[src/rtl/sc_pkg.sv]
// Shared types and sizing helpers for the stochastic-computing stages.
// Used by the bitstream source and the bitstream counter.
package sc_pkg;

  typedef enum logic [1:0] {
    IDLE = 2'd0,
    RUN  = 2'd1,
    HOLD = 2'd2
  } sc_state_t;

  localparam int SC_WIN_LEN = 256;

  // Bits needed to hold the value win_len itself.
  function automatic int sc_cnt_w(input int win_len);
    return $clog2(win_len + 1);
  endfunction

endpackage

[src/rtl/sc_win_counter.sv]
// Window sample counter with terminal-count flag.
// Wraps to zero on the sample that completes a window.
module sc_win_counter
  import sc_pkg::*;
#(
  parameter int N = SC_WIN_LEN,
  parameter int W = sc_cnt_w(N)
) (
  input  logic clk,
  input  logic rst_n,
  input  logic clr,
  input  logic inc,
  output logic tc
);

  localparam logic [W-1:0] LAST = W'(N - 1);

  logic [W-1:0] cnt;

  assign tc = (cnt == LAST);

  // Count accepted samples; clear has priority.
  always_ff @(posedge clk or negedge rst_n) begin
    if (!rst_n) begin
      cnt <= '0;
    end else if (clr) begin
      cnt <= '0;
    end else if (inc) begin
      cnt <= tc ? '0 : cnt + W'(1);
    end
  end

endmodule

[src/rtl/sc_bitstream_counter.sv]
// Stochastic bitstream decoder: counts ones over a window
// of accepted samples and hands the total off via valid/ready.
module sc_bitstream_counter
  import sc_pkg::*;
#(
  parameter int WIN_LEN = SC_WIN_LEN,
  parameter int CNT_W   = sc_cnt_w(WIN_LEN)
) (
  input  logic             clk,
  input  logic             rst_n,
  input  logic             start,
  input  logic             bit_in,
  input  logic             bit_vld,
  output logic             busy,
  output logic [CNT_W-1:0] count_out,
  output logic             out_valid,
  input  logic             out_ready
);

  sc_state_t        state;
  logic [CNT_W-1:0] acc;
  logic             take;
  logic             hshk;
  logic             go;
  logic             tc;

  assign take = (state == RUN) && bit_vld;
  assign hshk = (state == HOLD) && out_ready;
  assign go   = start && ((state == IDLE) || hshk);

  sc_win_counter #(
    .N (WIN_LEN),
    .W (CNT_W)
  ) u_win (
    .clk   (clk),
    .rst_n (rst_n),
    .clr   (go),
    .inc   (take),
    .tc    (tc)
  );

  // Window FSM, accumulator and registered outputs.
  always_ff @(posedge clk or negedge rst_n) begin
    if (!rst_n) begin
      state     <= IDLE;
      busy      <= 1'b0;
      out_valid <= 1'b0;
      count_out <= '0;
      acc       <= '0;
    end else begin
      unique case (state)
        IDLE: begin
          if (start) begin
            state <= RUN;
            busy  <= 1'b1;
            acc   <= '0;
          end
        end
        RUN: begin
          if (bit_vld) begin
            if (tc) begin
              count_out <= acc + CNT_W'(bit_in);
              out_valid <= 1'b1;
              busy      <= 1'b0;
              state     <= HOLD;
              acc       <= '0;
            end else begin
              acc <= acc + CNT_W'(bit_in);
            end
          end
        end
        HOLD: begin
          if (out_ready) begin
            out_valid <= 1'b0;
            if (start) begin
              state <= RUN;
              busy  <= 1'b1;
              acc   <= '0;
            end else begin
              state <= IDLE;
            end
          end
        end
        default: begin
          state     <= IDLE;
          busy      <= 1'b0;
          out_valid <= 1'b0;
        end
      endcase
    end
  end

endmodule

[config.mk]
export PLATFORM = sky130hd
export DESIGN_NAME = sc_bitstream_counter
export DESIGN_NICKNAME = d
export VERILOG_FILES = /design/src/rtl/sc_pkg.sv /design/src/rtl/sc_win_counter.sv /design/src/rtl/sc_bitstream_counter.sv
export SDC_FILE = /design/constraint.sdc
export NUM_CORES = 1
export LEC_CHECK = 0
export ABC_AREA = 1
export CORE_ASPECT_RATIO = 0.9
export CORE_MARGIN = 2
export CORE_UTILIZATION = 55
export CTS_BUF_LIST = sky130_fd_sc_hd__clkbuf_16
export DETAILED_ROUTE_END_ITERATION = 10
export GPL_TIMING_DRIVEN = 0
export PLACE_DENSITY = 0.78
export SKIP_CTS_REPAIR_TIMING = 1
export SLEW_MARGIN = 30
export SYNTH_ARGS = -nofsm -noshare
export SYNTH_HDL_FRONTEND = slang
export SYNTH_SLANG_ARGS = --single-unit
[constraint.sdc]
create_clock -name clk -period 1.7 [get_ports clk]
set_clock_uncertainty 0.15 [all_clocks]
set_input_delay 0.425 -clock clk [delete_from_list [all_inputs] [get_ports clk]]
set_output_delay 0.425 -clock clk [all_outputs]
set_load 0.05 [all_outputs]
==> qor.txt <==
Htree depth = 2
CP bufs+invs = 1
Synthesized Nets = 207
CP delay by family, top = buffers and inverters
R2R setup slack = 0.08 ns
Rel. slew slack = 53.9%
Clk buf depth = 2
Final period utilization = 95.5%
Core ar. = 2770 um2
Vias in the first global route = 1350
F_max = 616 MHz
Largest net degree at the start of global routing = 32
Routed wire per std cell = 14.4 um
Peak supply drop = 0.000866 V
Most frequent cells in the layout = 71 x nand2_1, 30 x dfrtp_1, 20 x inv_1
Final Power = 2.41 mW
Count of cell types in the netlist = 26
Antenna diode count = 0
Post-synthesis cell count = 197
Congestion Overflow GR = 0
# fillers = 177
Clock transition at the registers of the reported paths = 0.05 ns
Worst-path cell chain = dlymetal6s2s_1
Layout cells sized above 1 = 22.3%
# IOs = 17
Post-route DRC = 0
Final #Nets = 240
Syn_area_per_cell = 8.16 um2
Initial antenna violation count = 0
Synth Cell Area = 1610 um2
Final Hold Fails = 0
Most common cell after layout, fill and taps aside = nand2_1
Syn-to-layout area delta = 34.3%
Dpl hpwl = 2.36 mm
TritonRoute pass-1 iters = 4
Routed Antenna Nets = 0
Crit path max fanout = 3
Status = complete, no violations
Critical R2R Launch = u_win.cnt[1]$_DFFE_PN0P_
Core Rows = 18
Crit path launch type = register
Chip width = 61.0 um
I/O Buffers = 16
Core Util, Final = 78.0%
Initial DRC Count = 85
GP Congestion = 0.849
Via count = 1439
Vias per cell = 5.35
Leak = 1.28 nW
First-pass GRT wire length = 5.80 mm
Final WL = 3.87 mm
Total track usage = 23.1%
Die area = 3370 um2
Power Density = 1120 nW/um2
Critical path class = register to primary output
Final min period = 1.62 ns
Final instance area = 2160 um2
Clk Latency, worst-skew pair = 0.27 ns
Max-cap violations = 0
Final std cells w/o fill = 269
Num CTS Buffers = 5
Placed cell areas = 1810 um2
Worst hold path type = input pin to asynchronous set/reset pin
Tightest Pin Transition = 0.691 ns
Critical Path RT = 1.12 ns
Placed Cells incl. Taps = 253
Arr. time, crit path = 1.05 ns
Worst path slowest cell = dlymetal6s2s_1
Initial Util = 58.0%
#FFs+latches synth = 31
CP endpoint kind = primary output
Final-report max-slew violation count = 0
Seq/Total Area, Yosys = 48.2%
Worst r2r dst = count_out[7]$_DFFE_PN0P_
Die span in y = 55.3 um
Slowest stage delay, CP = 0.42 ns
R2R depth = 9
Clk sinks = 31
Ys Warns = 0
Final Setup Violations = 0
Clock root buffer = clkbuf_16
TritonCTS clock tree = built
final cells by class:
class	count	area (um2)	area share, %
tap	40	50.0	2.32
clock inverter	1	3.75	0.174
buffer	2	26.3	1.22
clock buffer	5	125	5.79
timing repair buffer	26	278	12.9
multi-input combinational	139	803	37.2
inverter	25	96.3	4.46
sequential	31	777	36.0
logic make-up (layout without fill, tap and decap cells):
logic type | after synthesis | in the layout | synth area share [%]
and+or+nand+nor | 112 | 112 | 31.8
adders and majority gates | 4 | 4 | 3.11
AOI/OAI and AO/OA | 20 | 20 | 7.86
buffers and inverters | 27 | 59 | 7.32
xor gates and xnor gates | 3 | 3 | 1.63
DFF | 31 | 31 | 48.2
per-stage QoR:
step / worst slack (ns) / setup TNS (ns) / hold slack, ns
after floorplan: 0.164 / 0 / -0.0206
after global placement: -0.470 / -20.37 / 0.307
after detailed placement: -0.541 / -6.87 / 0.320
after CTS: -0.319 / -4.47 / 0.0709
after global routing: -0.00310 / -0.00439 / 0.114
final: 0.0757 / 0 / 0.0451
report_power, final:
part	internal, mW	leakage, nW	switching (mW)
registers	0.819	0.424	0.102
logic	0.274	0.789	0.411
clock network	0.518	0.0669	0.288
cell usage after synthesis (all sizes together):
cell / instances / area [um2]
nand3: 16 / 97.6
xnor2: 1 / 8.76
nand4: 4 / 25.0
ha: 4 / 50.1
inv: 24 / 90.1
dfrtp: 31 / 776
o22ai: 2 / 12.5
nor2: 10 / 52.6
a21o: 1 / 8.76
clkinv: 1 / 5.00
or2: 2 / 12.5
xor2: 2 / 17.5
nand2: 79 / 317
buf: 2 / 22.5
o21ai: 15 / 93.8
nand3b: 1 / 7.51
a21oi: 1 / 5.00
a31oi: 1 / 6.26
flip-flops by register name, summed over array words and instances, names as in the netlist:
signal and cells:
acc 9, busy 1, u_win.cnt 9, count_out 9, state 2, out_valid 1
worst max path at each step:
stage,from,end,cells past startpoint
floorplan,bit_in,count_out[8]$_DFFE_PN0P_,9
global placement,rst_n,u_win.cnt[5]$_DFFE_PN0P_,1
detailed placement,bit_in,count_out[8]$_DFFE_PN0P_,10
CTS,busy$_DFFE_PN0P_,busy,1
global route,u_win.cnt[1]$_DFFE_PN0P_,count_out[5]$_DFFE_PN0P_,9
finish,busy$_DFFE_PN0P_,busy,1
metal layers:
metal	global-route usage, %	wire length (um)	vias to the layer above
li1	-	-	691
met1	29.3	1530	692
met2	37.0	2080	50
met3	5.85	200	6
met4	9.32	59	0
met5	0	0	-
(Power assumes the default switching activity.)
